[config.mk]
export PLATFORM = sky130hd
export DESIGN_NAME = dmac_read_split_flat
export DESIGN_NICKNAME = d
export VERILOG_FILES = /design/src/rtl/dmac_read_split_if.sv /design/src/rtl/dmac_read_split.sv /design/src/flat_wrapper.sv
export SDC_FILE = /design/constraint.sdc
export NUM_CORES = 1
export LEC_CHECK = 0
export ABC_CLOCK_PERIOD_IN_PS = 5200
export CAP_MARGIN = 40
export CORE_UTILIZATION = 51
export CTS_BUF_LIST = sky130_fd_sc_hd__clkbuf_4 sky130_fd_sc_hd__clkbuf_8 sky130_fd_sc_hd__clkbuf_16
export DETAILED_ROUTE_END_ITERATION = 6
export PLACE_DENSITY = 0.79
export SETUP_SLACK_MARGIN = 0.5
export SYNTH_ARGS = -nofsm -noshare
export SYNTH_HDL_FRONTEND = slang
export SYNTH_SLANG_ARGS = --single-unit
export TNS_END_PERCENT = 100
[constraint.sdc]
create_clock -name clk_i -period 5.2 [get_ports clk_i]
set_input_delay 0.52 -clock clk_i [delete_from_list [all_inputs] [get_ports clk_i]]
set_output_delay 0.52 -clock clk_i [all_outputs]
set_load 0.01 [all_outputs]
[src/rtl/dmac_read_split_if.sv]
// dmac_read_split_if: AXI read address and read data channels of the DMA read engine.
// Ports (signals): m_arid/m_araddr/m_arlen/m_arsize/m_arburst/m_arvalid/m_arready form the AR channel;
// m_rid/m_rdata/m_rresp/m_rvalid/m_rlast/m_rready form the R channel.
// The master modport belongs to the engine and the slave modport to the memory side.
interface dmac_read_split_if #(
  parameter int ADDR_W = 32,
  parameter int DATA_W = 32,
  parameter int ID_W   = 4
);
  logic [ID_W-1:0]   m_arid;
  logic [ADDR_W-1:0] m_araddr;
  logic [7:0]        m_arlen;
  logic [2:0]        m_arsize;
  logic [1:0]        m_arburst;
  logic              m_arvalid;
  logic              m_arready;
  logic [ID_W-1:0]   m_rid;
  logic [DATA_W-1:0] m_rdata;
  logic [1:0]        m_rresp;
  logic              m_rvalid;
  logic              m_rlast;
  logic              m_rready;
  modport master (
    output m_arid, m_araddr, m_arlen, m_arsize, m_arburst, m_arvalid, m_rready,
    input  m_arready, m_rid, m_rdata, m_rresp, m_rvalid, m_rlast
  );
  modport slave (
    input  m_arid, m_araddr, m_arlen, m_arsize, m_arburst, m_arvalid, m_rready,
    output m_arready, m_rid, m_rdata, m_rresp, m_rvalid, m_rlast
  );
endinterface

[src/rtl/dmac_read_split.sv]
// dmac_read_split: DMA read engine that fetches one descriptor as INCR bursts into a show-ahead FIFO.
// Ports: clk_i/rst_i clock and async active-high reset; start_i/src_addr_i/total_beats_i descriptor;
// busy_o/done_o/err_o status; data_o/data_valid_o/data_ready_i FIFO read side; m AXI read master.
// Bursts are capped at MAX_BEATS and never cross a 4 KB boundary.
module dmac_read_split #(
  parameter int ADDR_W     = 32,
  parameter int DATA_W     = 32,
  parameter int ID_W       = 4,
  parameter int AR_ID      = 1,
  parameter int MAX_BEATS  = 16,
  parameter int FIFO_DEPTH = 16,
  parameter int CNT_W      = 16
) (
  input  logic                clk_i,
  input  logic                rst_i,
  input  logic                start_i,
  input  logic [ADDR_W-1:0]   src_addr_i,
  input  logic [CNT_W-1:0]    total_beats_i,
  output logic                busy_o,
  output logic                done_o,
  output logic                err_o,
  output logic [DATA_W-1:0]   data_o,
  output logic                data_valid_o,
  input  logic                data_ready_i,
  dmac_read_split_if.master   m
);
  localparam int SZ = $clog2(DATA_W / 8);
  localparam int AW = $clog2(FIFO_DEPTH);
  localparam int W  = CNT_W > 13 ? CNT_W : 13;
  typedef enum logic [2:0] {IDLE, CALC, AR, R, FIN} state_t;
  state_t            state;
  logic [ADDR_W-1:0] addr;
  logic [CNT_W-1:0]  remaining;
  logic [8:0]        len, beats, len_c;
  logic [12:0]       to_4k, cap;
  logic [DATA_W-1:0] mem [FIFO_DEPTH];
  logic [AW-1:0]     wr_ptr, rd_ptr;
  logic [AW:0]       count;
  logic              push, pop;
  assign m.m_arid    = ID_W'(AR_ID);
  assign m.m_arsize  = 3'(SZ);
  assign m.m_arburst = 2'b01;
  assign pop          = data_valid_o && data_ready_i;
  // The AR credit guarantees room; the guard only keeps a misbehaving slave from overwriting the head.
  assign push         = m.m_rvalid && m.m_rready && (count != (AW+1)'(FIFO_DEPTH) || pop);
  assign data_valid_o = count != '0;
  assign data_o       = data_valid_o ? mem[rd_ptr] : '0;
  assign to_4k = (13'h1000 - {1'b0, addr[11:0]}) >> SZ;
  assign cap   = to_4k < 13'(MAX_BEATS) ? to_4k : 13'(MAX_BEATS);
  assign len_c = W'(remaining) < W'(cap) ? 9'(remaining) : 9'(cap);
  always_ff @(posedge clk_i)
    if (push) mem[wr_ptr] <= m.m_rdata;
  always_ff @(posedge clk_i or posedge rst_i)
    if (rst_i) begin
      wr_ptr <= '0;
      rd_ptr <= '0;
      count  <= '0;
    end else begin
      if (push) wr_ptr <= wr_ptr + AW'(1);
      if (pop) rd_ptr <= rd_ptr + AW'(1);
      count <= count + (AW+1)'(push) - (AW+1)'(pop);
    end
  always_ff @(posedge clk_i or posedge rst_i)
    if (rst_i) begin
      state       <= IDLE;
      addr        <= '0;
      remaining   <= '0;
      len         <= '0;
      beats       <= '0;
      busy_o      <= 1'b0;
      done_o      <= 1'b0;
      err_o       <= 1'b0;
      m.m_araddr  <= '0;
      m.m_arlen   <= '0;
      m.m_arvalid <= 1'b0;
      m.m_rready  <= 1'b0;
    end else begin
      done_o <= 1'b0;
      case (state)
        IDLE: if (start_i) begin
          addr      <= src_addr_i & ~ADDR_W'(DATA_W / 8 - 1);
          remaining <= total_beats_i;
          err_o     <= 1'b0;
          busy_o    <= 1'b1;
          state     <= total_beats_i == '0 ? FIN : CALC;
        end
        CALC: begin
          len        <= len_c;
          m.m_araddr <= addr;
          m.m_arlen  <= 8'(len_c - 9'd1);
          state      <= AR;
        end
        // Free space only grows while waiting here, so a raised valid can safely hold.
        AR: if (!m.m_arvalid) m.m_arvalid <= 32'(FIFO_DEPTH) - 32'(count) >= 32'(len);
        else if (m.m_arready) begin
          m.m_arvalid <= 1'b0;
          m.m_rready  <= 1'b1;
          addr        <= addr + (ADDR_W'(len) << SZ);
          remaining   <= remaining - CNT_W'(len);
          beats       <= len;
          state       <= R;
        end
        R: if (m.m_rvalid) begin
          beats <= beats - 9'd1;
          if (m.m_rresp[1] || m.m_rlast != (beats == 9'd1)) err_o <= 1'b1;
          if (m.m_rlast) begin
            m.m_rready <= 1'b0;
            state      <= remaining != '0 ? CALC : FIN;
          end
        end
        FIN: begin
          done_o <= 1'b1;
          busy_o <= 1'b0;
          state  <= IDLE;
        end
        default: state <= IDLE;
      endcase
    end
endmodule

[src/flat_wrapper.sv]
// flat-port wrapper written by rule: the top's interface ports become plain ports
module dmac_read_split_flat 
#(
  parameter int ADDR_W     = 32,
  parameter int DATA_W     = 32,
  parameter int ID_W       = 4,
  parameter int AR_ID      = 1,
  parameter int MAX_BEATS  = 16,
  parameter int FIFO_DEPTH = 16,
  parameter int CNT_W      = 16
)
  (clk_i, rst_i, start_i, src_addr_i, total_beats_i, busy_o, done_o, err_o, data_o, data_valid_o, data_ready_i, m_m_arid, m_m_araddr, m_m_arlen, m_m_arsize, m_m_arburst, m_m_arvalid, m_m_rready, m_m_arready, m_m_rid, m_m_rdata, m_m_rresp, m_m_rvalid, m_m_rlast);
  dmac_read_split_if #(.ADDR_W(ADDR_W), .DATA_W(DATA_W), .ID_W(ID_W)) m_i ();
  input  logic clk_i;
  input  logic rst_i;
  input  logic start_i;
  input  logic [ADDR_W-1:0] src_addr_i;
  input  logic [CNT_W-1:0] total_beats_i;
  output logic busy_o;
  output logic done_o;
  output logic err_o;
  output logic [DATA_W-1:0] data_o;
  output logic data_valid_o;
  input  logic data_ready_i;
  output wire logic [$bits(m_i.m_arid)-1:0] m_m_arid;
  output wire logic [$bits(m_i.m_araddr)-1:0] m_m_araddr;
  output wire logic [$bits(m_i.m_arlen)-1:0] m_m_arlen;
  output wire logic [$bits(m_i.m_arsize)-1:0] m_m_arsize;
  output wire logic [$bits(m_i.m_arburst)-1:0] m_m_arburst;
  output wire logic [$bits(m_i.m_arvalid)-1:0] m_m_arvalid;
  output wire logic [$bits(m_i.m_rready)-1:0] m_m_rready;
  input wire logic [$bits(m_i.m_arready)-1:0] m_m_arready;
  input wire logic [$bits(m_i.m_rid)-1:0] m_m_rid;
  input wire logic [$bits(m_i.m_rdata)-1:0] m_m_rdata;
  input wire logic [$bits(m_i.m_rresp)-1:0] m_m_rresp;
  input wire logic [$bits(m_i.m_rvalid)-1:0] m_m_rvalid;
  input wire logic [$bits(m_i.m_rlast)-1:0] m_m_rlast;
  assign m_m_arid = m_i.m_arid;
  assign m_m_araddr = m_i.m_araddr;
  assign m_m_arlen = m_i.m_arlen;
  assign m_m_arsize = m_i.m_arsize;
  assign m_m_arburst = m_i.m_arburst;
  assign m_m_arvalid = m_i.m_arvalid;
  assign m_m_rready = m_i.m_rready;
  assign m_i.m_arready = m_m_arready;
  assign m_i.m_rid = m_m_rid;
  assign m_i.m_rdata = m_m_rdata;
  assign m_i.m_rresp = m_m_rresp;
  assign m_i.m_rvalid = m_m_rvalid;
  assign m_i.m_rlast = m_m_rlast;
  dmac_read_split #(.ADDR_W(ADDR_W), .DATA_W(DATA_W), .ID_W(ID_W), .AR_ID(AR_ID), .MAX_BEATS(MAX_BEATS), .FIFO_DEPTH(FIFO_DEPTH), .CNT_W(CNT_W)) u_core (.clk_i(clk_i), .rst_i(rst_i), .start_i(start_i), .src_addr_i(src_addr_i), .total_beats_i(total_beats_i), .busy_o(busy_o), .done_o(done_o), .err_o(err_o), .data_o(data_o), .data_valid_o(data_valid_o), .data_ready_i(data_ready_i), .m(m_i));
endmodule
Word-level counts from Yosys, hierarchy flattened. Memories as Yosys holds them, arrays and structs flattened. Index checks and enable logic that the tools add are counted.

Output and inout port bits: 87. Register bits after elaboration: 127. Memories kept: 1. Bits in writable memories: 512. Bits of input ports: 93. Word-level logic and storage cells: 100.

Memories: u_core.mem (depth 16, bits a word 32, rd ports 1, clocked after memory_dff 0, wr ports 1, line dmac_read_split.sv:36) `logic [DATA_W-1:0] mem [FIFO_DEPTH];`.

$lt $le $gt $ge: 3. Reduce and logical (&&, ||, !) cells: 19. Add/sub/neg operators: 10. Eq/ne operators: 13. Multiplexer cells: 39.

Operator list (count): 32-bit two-way mux (4); 32-bit case mux with 2 select lines (1); 16-bit two-way mux (3); 9-bit two-way mux (4); 32-bit by 11-bit adder with 32-bit output (1); 32-bit by 9-bit >= comparator with 1-bit output (1); 16-bit case mux with 2 select lines (1); 3-bit two-way mux (7); 9-bit case mux with 2 select lines (1); 16-bit zero test (1); 16-bit by 13-bit < comparator with 1-bit output (1); 16-bit nonzero test (1); 16-bit by 9-bit subtractor with 16-bit output (1); 1-bit two-way mux (13); 13-bit by 12-bit subtractor with 13-bit output (first input constant) (1); 3-bit case mux with 4 select lines (1); 4-bit AND reduction (3); 11-bit by 5-bit < comparator with 1-bit output (second input constant) (1); 11-bit two-way mux (1); 5-bit AND reduction (2); 9-bit by 1-bit == test with 1-bit output (second input constant) (1); 9-bit by 1-bit subtractor with 9-bit output (second input constant) (1); 4-bit by 1-bit adder with 4-bit output (second input constant) (2); 2-bit != test (second input constant) (4); 17 further kinds (27).

Depth between registers and ports, before layout. Gate-level depths: netlist of run 1.

Depth after elaboration: 6. Mapped depth: 20. Gate-level depth less buffers: 20.

Worst setup path after synthesis of run 1. OpenSTA, ideal clock, no wires.

Path kind: flip-flop to flip-flop. From: reg u_core.count[1]. To: mem u_core.mem[3][0], enable pin. Data required time: 4.739 ns. Arrival: 4.250 ns. Setup slack: 0.489 ns. Period minus slack after synthesis: 4.711 ns. Stages on the path, launching flop included: 11. Path through: dfrtp_1 > inv_1 > ha_1 > and2_1 > ha_1 > nor2b_1 > clkbuf_1 > inv_1 > a21oi_1 > nand2_1 > nor3_1.

Word-level cells in the longest chain between the ends: 6. Elaborated cells between the ends (all ways): 7.

Ends and longest elaborated chain: from (decl) (line dmac_read_split.sv:38) `logic [AW:0] count;`; from (signal assigned) (line dmac_read_split.sv:61) `count <= count + (AW+1)'(push) - (AW+1)'(pop);`; 5-bit nonzero test (line dmac_read_split.sv:46) `assign data_valid_o = count != '0;`; 1-bit logical AND (line dmac_read_split.sv:43) `assign pop = data_valid_o && data_ready_i;`; named net u_core.pop (line dmac_read_split.sv:39) `logic push, pop;`; 1-bit logical OR (line dmac_read_split.sv:45) `assign push = m.m_rvalid && m.m_rready && (count != (AW+1)'(FIFO_DEPTH) || pop);`; 1-bit logical AND (line dmac_read_split.sv:45); named net u_core.push (line dmac_read_split.sv:39); 1-bit two-way mux (line dmac_read_split.sv:52) `if (push) mem[wr_ptr] <= m.m_rdata;`; 1-bit two-way mux (not written as such) (line dmac_read_split.sv:52); to (decl) (line dmac_read_split.sv:36).

The timed path passes the listed nets, and every way through them passes these cells.

Worst setup path after layout of run 1.
From: reg u_core.rd_ptr[0]. To: out data_o[16].

Word-level cells in the longest chain between the ends: 2.

Ends and longest elaborated chain: from (decl) (line dmac_read_split.sv:37) `logic [AW-1:0] wr_ptr, rd_ptr;`; from (signal assigned) (line dmac_read_split.sv:60) `if (pop) rd_ptr <= rd_ptr + AW'(1);`; memory read 16 x 32 bit; 32-bit two-way mux (line dmac_read_split.sv:47) `assign data_o = data_valid_o ? mem[rd_ptr] : '0;`; to (decl) (line flat_wrapper.sv:22) `output logic [DATA_W-1:0] data_o;`.

Every way passes these cells.

==> reports/qor.csv, run 1 <==
metric;value;unit
number of hold violations in the final report;0;
asr flop ratio synth;19.4;%
DIE WIDTH;233;µm
Initial Util;51.7;%
synthesized cell area;27200;µm²
Arr. time, crit path;3650;ps
yosys warns;0;
Max-Cap Viols;0;
via count;15902;
DRC;0;
Remaining Overflow, GRT;0;
reg2reg start;u_core.addr[2]$_DFFE_PP0P_;
die height;233;µm
Power Density;562;nW/µm²
initial antenna violation count;7;
layout cells sized above 1;18.1;%
Die Area;54200;µm²
Slew HR;41.2;%
Setup Skew;30.6;ps
Tmin final;4170;ps
CORE AREA;52600;µm²
CTS tree;built;
CTS H-Tree Depth;3;
commonest non-fill, non-tap cell in the layout;edfxtp_1;
hold slack;384;ps
Hold WC Path Type;in2async;
IR drop worst, VDD;0.000533;V
sequential-to-total area share from yosys stat;67.9;%
Synth Instances;1667;
FF/Latch Area;18500;µm²
layout overhead on the synthesized area;17.5;%
Multi-input gate area;8300;µm²
outcome;finished clean;
Worst-Margin Slew;879;ps
Global Route Usage Sum;24.1;%
startpoint types;flip-flop;
clock transition at the registers of the reported paths;50;ps
start point of the critical path;u_core.rd_ptr[0]$_DFFE_PP0P_;
CTS Buffer Depth;3;
final cell count without fillers;2604;
Buffers on Ports;161;
f_max;240;MHz
first-pass GRT wire length;96000;µm
final core utilization;60.7;%
worst-skew pair later-pin latency;610;ps
Final Setup Violations;0;
wire per inst;24.7;µm
initial DRC count;1674;
maximum number of pins on one net before global-route repair;56;
fin worst setup slack;1030;ps
pre-CTS setup slack;970;ps
post-synth cell types;67;
std cell rows;84;
Lkg Pwr;11.1;nW
Vias/cell;6.11;
ANT nets after route;0;
post-route clock period utilization;80.1;%
Placed Cells;2480;
Sum Neg Setup Slack;0;ps
Synth Flop Type;edfxtp_1;
#FFs+latches synth;635;
Data required, critical path;4680;ps
count of pins over their slew limit;0;
most frequent cells in the layout;edfxtp_1, clkdlybuf4s50_1, nand2_1, mux4_2, dfrtp_1;
critical path peak fanout;43;
Setup crit end kind;output port;
NumNets Final;2015;
fillcell total;3682;
clock sinks;635;
clock root cell;clkbuf_16;
Post-synth EDFFs;512;
RSZ-0062 raised after global routing;no;
post-DP HPWL;37900;µm
I/O pin count;180;
drt first pass iters;7;
routed wire length;64400;µm
Placer Congestion;0.918;
CTS Buf Count;67;
vias in the first global route;16027;
Avg Inst Size Synth;16.3;µm²
WS Path Type;reg2out;
[where the power goes]
group	switching, W	total [W]	internal (W)
Sequential	0.000741	0.00685	0.00611
Combinational	0.00325	0.00659	0.00334
Clock	0.00194	0.00451	0.00257
[cells by family after synthesis]
group	count (synthesis)	synth area share [%]
DFF	635	67.9
xor gates and xnor gates	28	0.903
adders and majority gates	59	2.80
other	2	0.0276
AOI/OAI and AO/OA	212	5.17
and+or+nand+nor	425	7.43
muxes	167	13.6
buffers and inverters	139	2.19
[flip-flops by register name, indices dropped and copies added, names as in the netlist, 3 cells and up]
| signal | flops |
|---|---|
| u_core.beats | 9 |
| u_core.state | 3 |
| u_core.m.m_araddr | 30 |
| u_core.wr_ptr | 4 |
| u_core.addr | 30 |
| u_core.len | 9 |
| u_core.mem | 512 |
| u_core.rd_ptr | 4 |
| u_core.remaining | 16 |
| u_core.count | 5 |
| u_core.m.m_arlen | 8 |
[synth_stat cells, drive strengths merged (3+ instances only)]
library cell | instances | area share [%]
dfrtp | 123 | 11
a32oi | 6 | 0.19
mux2i | 5 | 0.20
and3 | 11 | 0.25
ha | 56 | 2.6
a22oi | 5 | 0.14
a21boi | 6 | 0.17
nand4 | 14 | 0.38
and2 | 41 | 0.94
a211oi | 9 | 0.25
xnor2 | 22 | 0.71
o211ai | 10 | 0.28
mux4 | 160 | 13
nor4 | 10 | 0.23
a311oi | 8 | 0.26
fa | 3 | 0.22
a31oi | 9 | 0.21
xor2 | 6 | 0.19
or3 | 14 | 0.32
nand3 | 28 | 0.52
o22ai | 5 | 0.12
a21oi | 44 | 0.85
nand2 | 160 | 2.2
o2111ai | 3 | 0.097
nand2b | 12 | 0.28
o21ai | 62 | 1.2
edfxtp | 512 | 57
clkbuf | 55 | 0.76
o31ai | 5 | 0.14
buf | 41 | 0.83
inv | 43 | 0.59
nor2 | 81 | 1.1
nor2b | 9 | 0.21
nor3 | 36 | 0.66
and4 | 5 | 0.16
a21o | 10 | 0.28
o21a | 4 | 0.11
o22a | 8 | 0.26
[layer usage]
metal	wire [µm]	track usage, %
met3	4570	4.51
met1	24700	30.9
met2	32200	39.7
met4	2780	11.6
met5	54	0
[through the flow]
step / total power (W) / area [µm²]
finish: 0.0179 / 31900
global route: 0.0189 / 31900
CTS: 0.0181 / 31900
detailed placement: 0.0135 / 29800
global placement: 0.0133 / 29800
floorplan: 0.0111 / 27200
[repair_timing]
action,4_1_cts,5_1_grt
setup endpoints to repair,0,1
gates resized for setup,0,0
setup buffers,0,1
hold buffers,0,0
[worst paths after layout]
kind | end | slack [ps] | cells past startpoint
worst max register to register | u_core.m.m_arlen[6]$_DFFE_PP0P_ | 1120 | 19
worst max-delay path | data_o[16] | 1030 | 5
max in group asynchronous | u_core.m.m_araddr[2]$_DFFE_PP0P_ | 3800 | 3
min in group clk_i | u_core.m.m_araddr[4]$_DFFE_PP0P_ | 470 | 2
worst min register to register | u_core.m.m_araddr[4]$_DFFE_PP0P_ | 470 | 2
worst min-delay path | u_core.m.m_araddr[30]$_DFFE_PP0P_ | 380 | 2
[area by class of cell]
class | count | share of cell area [%]
Sequential cell | 635 | 57.8
Clock inverter | 36 | 0.839
Antenna cell | 3 | 0.0235
Timing Repair Buffer | 208 | 6.46
Clock buffer | 83 | 5.63
Inverter | 43 | 0.513
Tap cell | 688 | 2.70
Multi-Input combinational cell | 908 | 26.0
[critical path, cell delays in order (launching register included)]
cell and delay [ps]:
dfrtp_4 830, buf_12 390, mux4_2 580, mux4_2 540
and2_1 190, clkdlybuf4s50_1 480
Power figures use the tool's default switching activity.
==> run 2: changes to the inputs <==
Settings changed: ABC_CLOCK_PERIOD_IN_PS 5200 to 4100.
Clock period 5.2 ns to 4.1 ns, I/O delays scaled along.
==> run 2 against run 1 <==
Net effect: worst setup slack got worse by 590 ps; via count rose by 4.6%; routed wire length rose by 9.7%; die area did not move; core utilization rose by 2.4 points; critical path type is now reg2reg; largest power group is now combinational logic.
==> reports/qor.csv, run 2 (same netlist as run 1, synthesis figures left out) <==
metric;value;unit
Largest regs;u_core.mem x512, u_core.addr x30, u_core.m.m_araddr x30;
layout overhead on the synthesized area;22.2;%
startpoint types;flip-flop;
I/O pin count;180;
maximum number of pins on one net before global-route repair;62;
first-pass GRT wire length;101000;µm
number of diodes;0;
Pwr Total;0.0241;W
Remaining Overflow, GRT;0;
IR drop worst, VDD;0.000589;V
most frequent cells in the layout;edfxtp_1, mux4_2, nand2_1, clkdlybuf4s50_1, dfrtp_1;
ANT nets after route;0;
drt first pass iters;6;
f_max;273;MHz
number of hold violations in the final report;0;
WS Path Type;reg2reg;
layout cells sized above 1;22.0;%
CTS H-Tree Depth;3;
Arr. time, crit path;4120;ps
initial DRC count;2091;
Setup crit end kind;flip-flop;
die height;233;µm
RSZ-0062 raised after global routing;yes;
count of pins over their slew limit;0;
CTS Buffer Depth;3;
Hold WC Path Type;in2async;
Reg with most FFs;u_core.mem;
fillcell total;3512;
Tmin final;3660;ps
crit-path max cell delay;390;ps
wire per inst;26.4;µm
reg2reg start;u_core.addr[2]$_DFFE_PP0P_;
std cell rows;84;
critical path peak fanout;6;
Slowest cell on crit path;dfrtp_1;
Worst path most repeated cell;mux2i_2;
critical-path cell list;inv_2, ha_4, nor3b_4, mux2i_2, nor2_4, ha_1, nand4_1, nor2_2, o41ai_4, a21oi_4, mux2i_2, ha_2, nand2_1, nor3_2, xnor2_1, nor2_1, a21oi_1, o21ai_0;
DRC;0;
routed wire length;70600;µm
CORE AREA;52600;µm²
Lkg Pwr;11.8;nW
clock sinks;635;
Data required, critical path;4570;ps
Die Area;54200;µm²
max reg flops;512;
clock transition at the registers of the reported paths;60;ps
CTS tree;built;
Placed Cells;2497;
clock root cell;clkbuf_16;
Final Setup Violations;0;
final cell count without fillers;2674;
Slew HR;42.0;%
Placer Congestion;0.912;
reg2reg path depth;18;
Initial Util;51.7;%
start point of the critical path;u_core.addr[2]$_DFFE_PP0P_;
Hold Buf Count CTS;0;
Worst-Margin Slew;862;ps
crit-path leading delay family;simple AND/OR/NAND/NOR gates;
commonest non-fill, non-tap cell in the layout;edfxtp_1;
R2R setup slack;440;ps
Sum Neg Setup Slack;0;ps
CTS Buf Count;67;
post-DP HPWL;39200;µm
vias in the first global route;16572;
Global Route Usage Sum;25.6;%
NumNets Final;2089;
Vias/cell;6.22;
post-route clock period utilization;89.2;%
critical path buffer and inverter count;1;
outcome;finished clean;
Buffers on Ports;161;
initial antenna violation count;1;
worst-skew pair later-pin latency;610;ps
DIE WIDTH;233;µm
Max-Cap Viols;0;
via count;16632;
Setup Skew;28.8;ps
FF-to-FF End;u_core.m.m_arlen[6]$_DFFE_PP0P_;
Power Density;727;nW/µm²
==> run 2: cell count changes in the layout (fill, tap and decap cells not counted), moves of 5 or more <==
cell,change
clkbuf_16,+7
buf_16,+8
clkbuf_4,-5
clkdlybuf4s50_1,-20
dlymetal6s2s_1,+19
buf_4,+45
buf_12,+15
==> run 2: worst max path at each step <==
stage | end | slack [ps] | cells after the start
2_1_floorplan | u_core.mem[15][0]$_DFFE_PP_ | 240 | 10
3_3_place_gp | u_core.m.m_arlen[6]$_DFFE_PP0P_ | 270 | 19
3_5_place_dp | u_core.m.m_arlen[6]$_DFFE_PP0P_ | 150 | 19
4_1_cts | u_core.m.m_arlen[6]$_DFFE_PP0P_ | 480 | 19
5_1_grt | u_core.m.m_arlen[6]$_DFFE_PP0P_ | 230 | 18
6_report | u_core.m.m_arlen[6]$_DFFE_PP0P_ | 440 | 18
==> run 2: per-layer routing <==
layer  wire (µm)  GRT usage (%)  part of all wire (%)  vias up
met3        5940           4.96                   8.4      188
met2       35700           43.0                    51      962
met4        2560           9.89                   3.6        2
met1       26400           32.8                    37     8458
li1            -              -                     -     7022
met5          12              0                 0.017        -
==> run 2: cell type report <==
cell class	instances	area [µm²]	share of cell area (%)
sequential	635	18500	55.6
multi-input combinational	908	8400	25.3
timing repair buffer	282	3110	9.37
clock buffer	82	1840	5.53
tap	688	861	2.59
clock inverter	36	362	1.09
inverter	43	169	0.509
==> run 2: through the flow <==
stage,hold slack (ps),worst slack (ps),util [%],cell area [µm²]
4_1_cts,165,480,62.1,32600
6_report,186,444,63.2,33200
5_1_grt,193,227,63.2,33200
2_1_floorplan,458,242,-,27200
3_3_place_gp,460,266,57.2,30000
3_5_place_dp,466,151,57.3,30100
==> run 2: worst register-to-register path: stages (launching register included) <==
cell     delay, ps
dfrtp_1        390
inv_2          100
ha_4           150
nor3b_4        260
mux2i_2        360
nor2_4         110
ha_1           290
nand4_1        140
nor2_2         190
o41ai_4        110
a21oi_4        220
mux2i_2        310
ha_2           250
nand2_1        100
nor3_2         130
xnor2_1        140
nor2_1          60
a21oi_1        140
o21ai_0        100
==> run 2: timing repair <==
item,4_1_cts,5_1_grt
endpoints found under the setup margin,41,181
gates cloned,1,5
pin swaps,5,10
resized for setup,19,36
setup buffers,18,35
==> run 2: power breakdown <==
part / internal, W / switching (W) / total, W
clock: 0.00358 / 0.00254 / 0.00612
combinational: 0.00479 / 0.00463 / 0.00943
sequential: 0.00775 / 0.000850 / 0.00860
total: 0.0161 / 0.00803 / 0.0241
==> run 3: changes to the inputs <==
Settings changed: CORE_UTILIZATION 51 to 44, HOLD_SLACK_MARGIN from default to 0.08, PLACE_DENSITY 0.79 to 0.71.
==> run 3 against run 2 <==
Net effect: clock skew shrank 7.9 ps; routed wire length shrank 4.5%; worst setup slack gained 93 ps; worst hold slack lost 57 ps; cell area shrank 0.57%; sequential cell count is the same; maximum frequency grew 2.6%; critical path depth grew 2.
==> reports/qor.csv, run 3 (same netlist as run 1, synthesis figures left out) <==
metric;value;unit
CTS Buf Count;67;
first-pass GRT wire length;99700;µm
layout cells sized above 1;21.2;%
FF-to-FF End;u_core.m.m_arlen[6]$_DFFE_PP0P_;
reg2reg start;u_core.addr[3]$_DFFE_PP0P_;
Tmin final;3560;ps
routed wire length;67400;µm
Worst-Margin Slew;795;ps
clock sinks;635;
Placer Congestion;0.880;
start point of the critical path;u_core.addr[3]$_DFFE_PP0P_;
Slew HR;46.8;%
Vias/cell;5.86;
Hold Buf Count CTS;0;
Max-Cap Viols;0;
clock transition at the registers of the reported paths;60;ps
via count;16116;
initial DRC count;1520;
Remaining Overflow, GRT;0;
f_max;281;MHz
IR drop worst, VDD;0.000470;V
std cell rows;90;
clock root cell;clkbuf_16;
commonest non-fill, non-tap cell in the layout;edfxtp_1;
placed inst area;30200;µm²
crit-path max cell delay;410;ps
vias in the first global route;16167;
wire per inst;24.5;µm
GRT met3 Usage;3.97;%
ANT nets after route;0;
RSZ-0062 raised after global routing;yes;
Lkg Pwr;11.7;nW
M2 GR Usage;34.1;%
most frequent cells in the layout;edfxtp_1, nand2_1, mux4_2, clkdlybuf4s50_1, dfrtp_1;
Hold WC Path Type;in2async;
number of hold violations in the final report;0;
WS Path Type;reg2reg;
drt first pass iters;5;
Die Area;62700;µm²
number of diodes;0;
design area;33000;µm²
FF/Latch Area;18500;µm²
initial antenna violation count;6;
Setup Skew;20.9;ps
reg2reg path depth;20;
CTS H-Tree Depth;3;
die height;250;µm
post-route clock period utilization;86.9;%
Global Route Usage Sum;21.3;%
Buffers on Ports;161;
Largest regs;u_core.mem x512, u_core.addr x30, u_core.m.m_araddr x30;
Slowest cell on crit path;dfrtp_1;
startpoint types;flip-flop;
Initial Util;44.8;%
layout overhead on the synthesized area;21.5;%
R2R setup slack;540;ps
critical path peak fanout;8;
Power Density;721;nW/µm²
NumNets Final;2069;
critical-path cell list;inv_2, ha_2, nor3b_4, mux2i_2, nor2_4, nand2_1, ha_4, nand3_1, nor2_2, o41ai_4, a21oi_4, nor2_1, a31oi_2, ha_2, nand2_1, nor3_2, xnor2_1, nor2_1, a21oi_1, o21ai_0;
Critical Path Sink;u_core.m.m_arlen[6]$_DFFE_PP0P_;
CTS tree;built;
GR Layer Usage met1;29.3;%
outcome;finished clean;
Arr. time, crit path;4030;ps
Reg with most FFs;u_core.mem;
Data required, critical path;4570;ps
worst-skew pair later-pin latency;590;ps
maximum number of pins on one net before global-route repair;59;
count of pins over their slew limit;0;
post-DP HPWL;38300;µm
DIE WIDTH;250;µm
Setup crit end kind;flip-flop;
Final Setup Violations;0;
Multi-input gate area;8370;µm²
busiest layer in global routing;met2;
DRC;0;
I/O pin count;180;
hold slack;129;ps
Sum Neg Setup Slack;0;ps
CORE AREA;60700;µm²
max reg flops;512;
fillcell total;4659;
CTS Buffer Depth;3;
run 3: cell types whose count changed in the layout (fill, tap and decap cells not counted), moves of 2 or more:
| cell | before | now |
|---|---|---|
| clkbuf_4 | 11 | 15 |
| buf_12 | 23 | 18 |
| clkinv_8 | 2 | 0 |
| clkdlybuf4s50_1 | 141 | 147 |
| buf_4 | 83 | 69 |
| clkinv_1 | 14 | 10 |
| clkinvlp_4 | 5 | 3 |
| bufinv_16 | 6 | 3 |
| dlymetal6s2s_1 | 19 | 14 |
run 3: power by group:
part / total, W / leakage [nW] / internal [W] / switching (W)
Clock: 0.00596 / 1.08 / 0.00349 / 0.00248
Combinational: 0.00925 / 4.47 / 0.00472 / 0.00454
Sequential: 0.00859 / 6.11 / 0.00775 / 0.000839
run 3: critical path, delay by kind of cell, from the launching register on:
family                   cells  cell delay (ps)
AO/OA/AOI/OAI                5              750
multiplexers                 1              120
flip-flops                   1              410
adder cells (fa/ha/maj)      3              760
buffers and inverters        1              110
AND/OR/NAND/NOR              9             1170
XOR/XNOR                     1              140
run 3: routing by layer:
metal | routed length [µm] | up-vias | part of all wire, %
met1 | 27700 | 8207 | 41
met3 | 4760 | 157 | 7.1
li1 | - | 7005 | -
met2 | 32600 | 739 | 48
met5 | 52 | - | 0.077
met4 | 2340 | 8 | 3.5
run 3: what timing repair did:
item,CTS,global route
pin swaps,2,4
cloned,4,5
setup buffers,14,22
resized for setup,12,26
endpoints found under the setup margin,34,155
run 3: through the flow:
step                      util (%)  worst slack (ps)  power [W]  std cells
after floorplan                  -               242     0.0141       1682
after global placement        49.6               215     0.0170       2582
after detailed placement      49.7               145     0.0172       2585
after CTS                     53.8               437     0.0237       2721
after global routing          54.4               311     0.0250       2748
final                         54.4               537     0.0238       2748
run 3: worst min path at each step:
stage                                                    to                              start  slack (ps)  cells after the start
after floorplan                 u_core.addr[31]$_DFFE_PP0P_        u_core.addr[31]$_DFFE_PP0P_         460                      1
final                           u_core.beats[2]$_DFFE_PP0P_                              rst_i         130                      2
after global routing            u_core.beats[2]$_DFFE_PP0P_                              rst_i         130                      2
after detailed placement  u_core.m.m_araddr[11]$_DFFE_PP0P_  u_core.m.m_araddr[11]$_DFFE_PP0P_         460                      2
after global placement     u_core.m.m_araddr[8]$_DFFE_PP0P_   u_core.m.m_araddr[8]$_DFFE_PP0P_         460                      2
after CTS                       u_core.beats[2]$_DFFE_PP0P_                              rst_i         100                      2
run 3: area by class of cell:
cell class,instances,area share (%)
inverter,43,0.500
timing repair buffer,262,8.68
tap,782,2.96
multi-input combinational,908,25.4
sequential,635,55.9
clock buffer,88,5.77
clock inverter,30,0.785
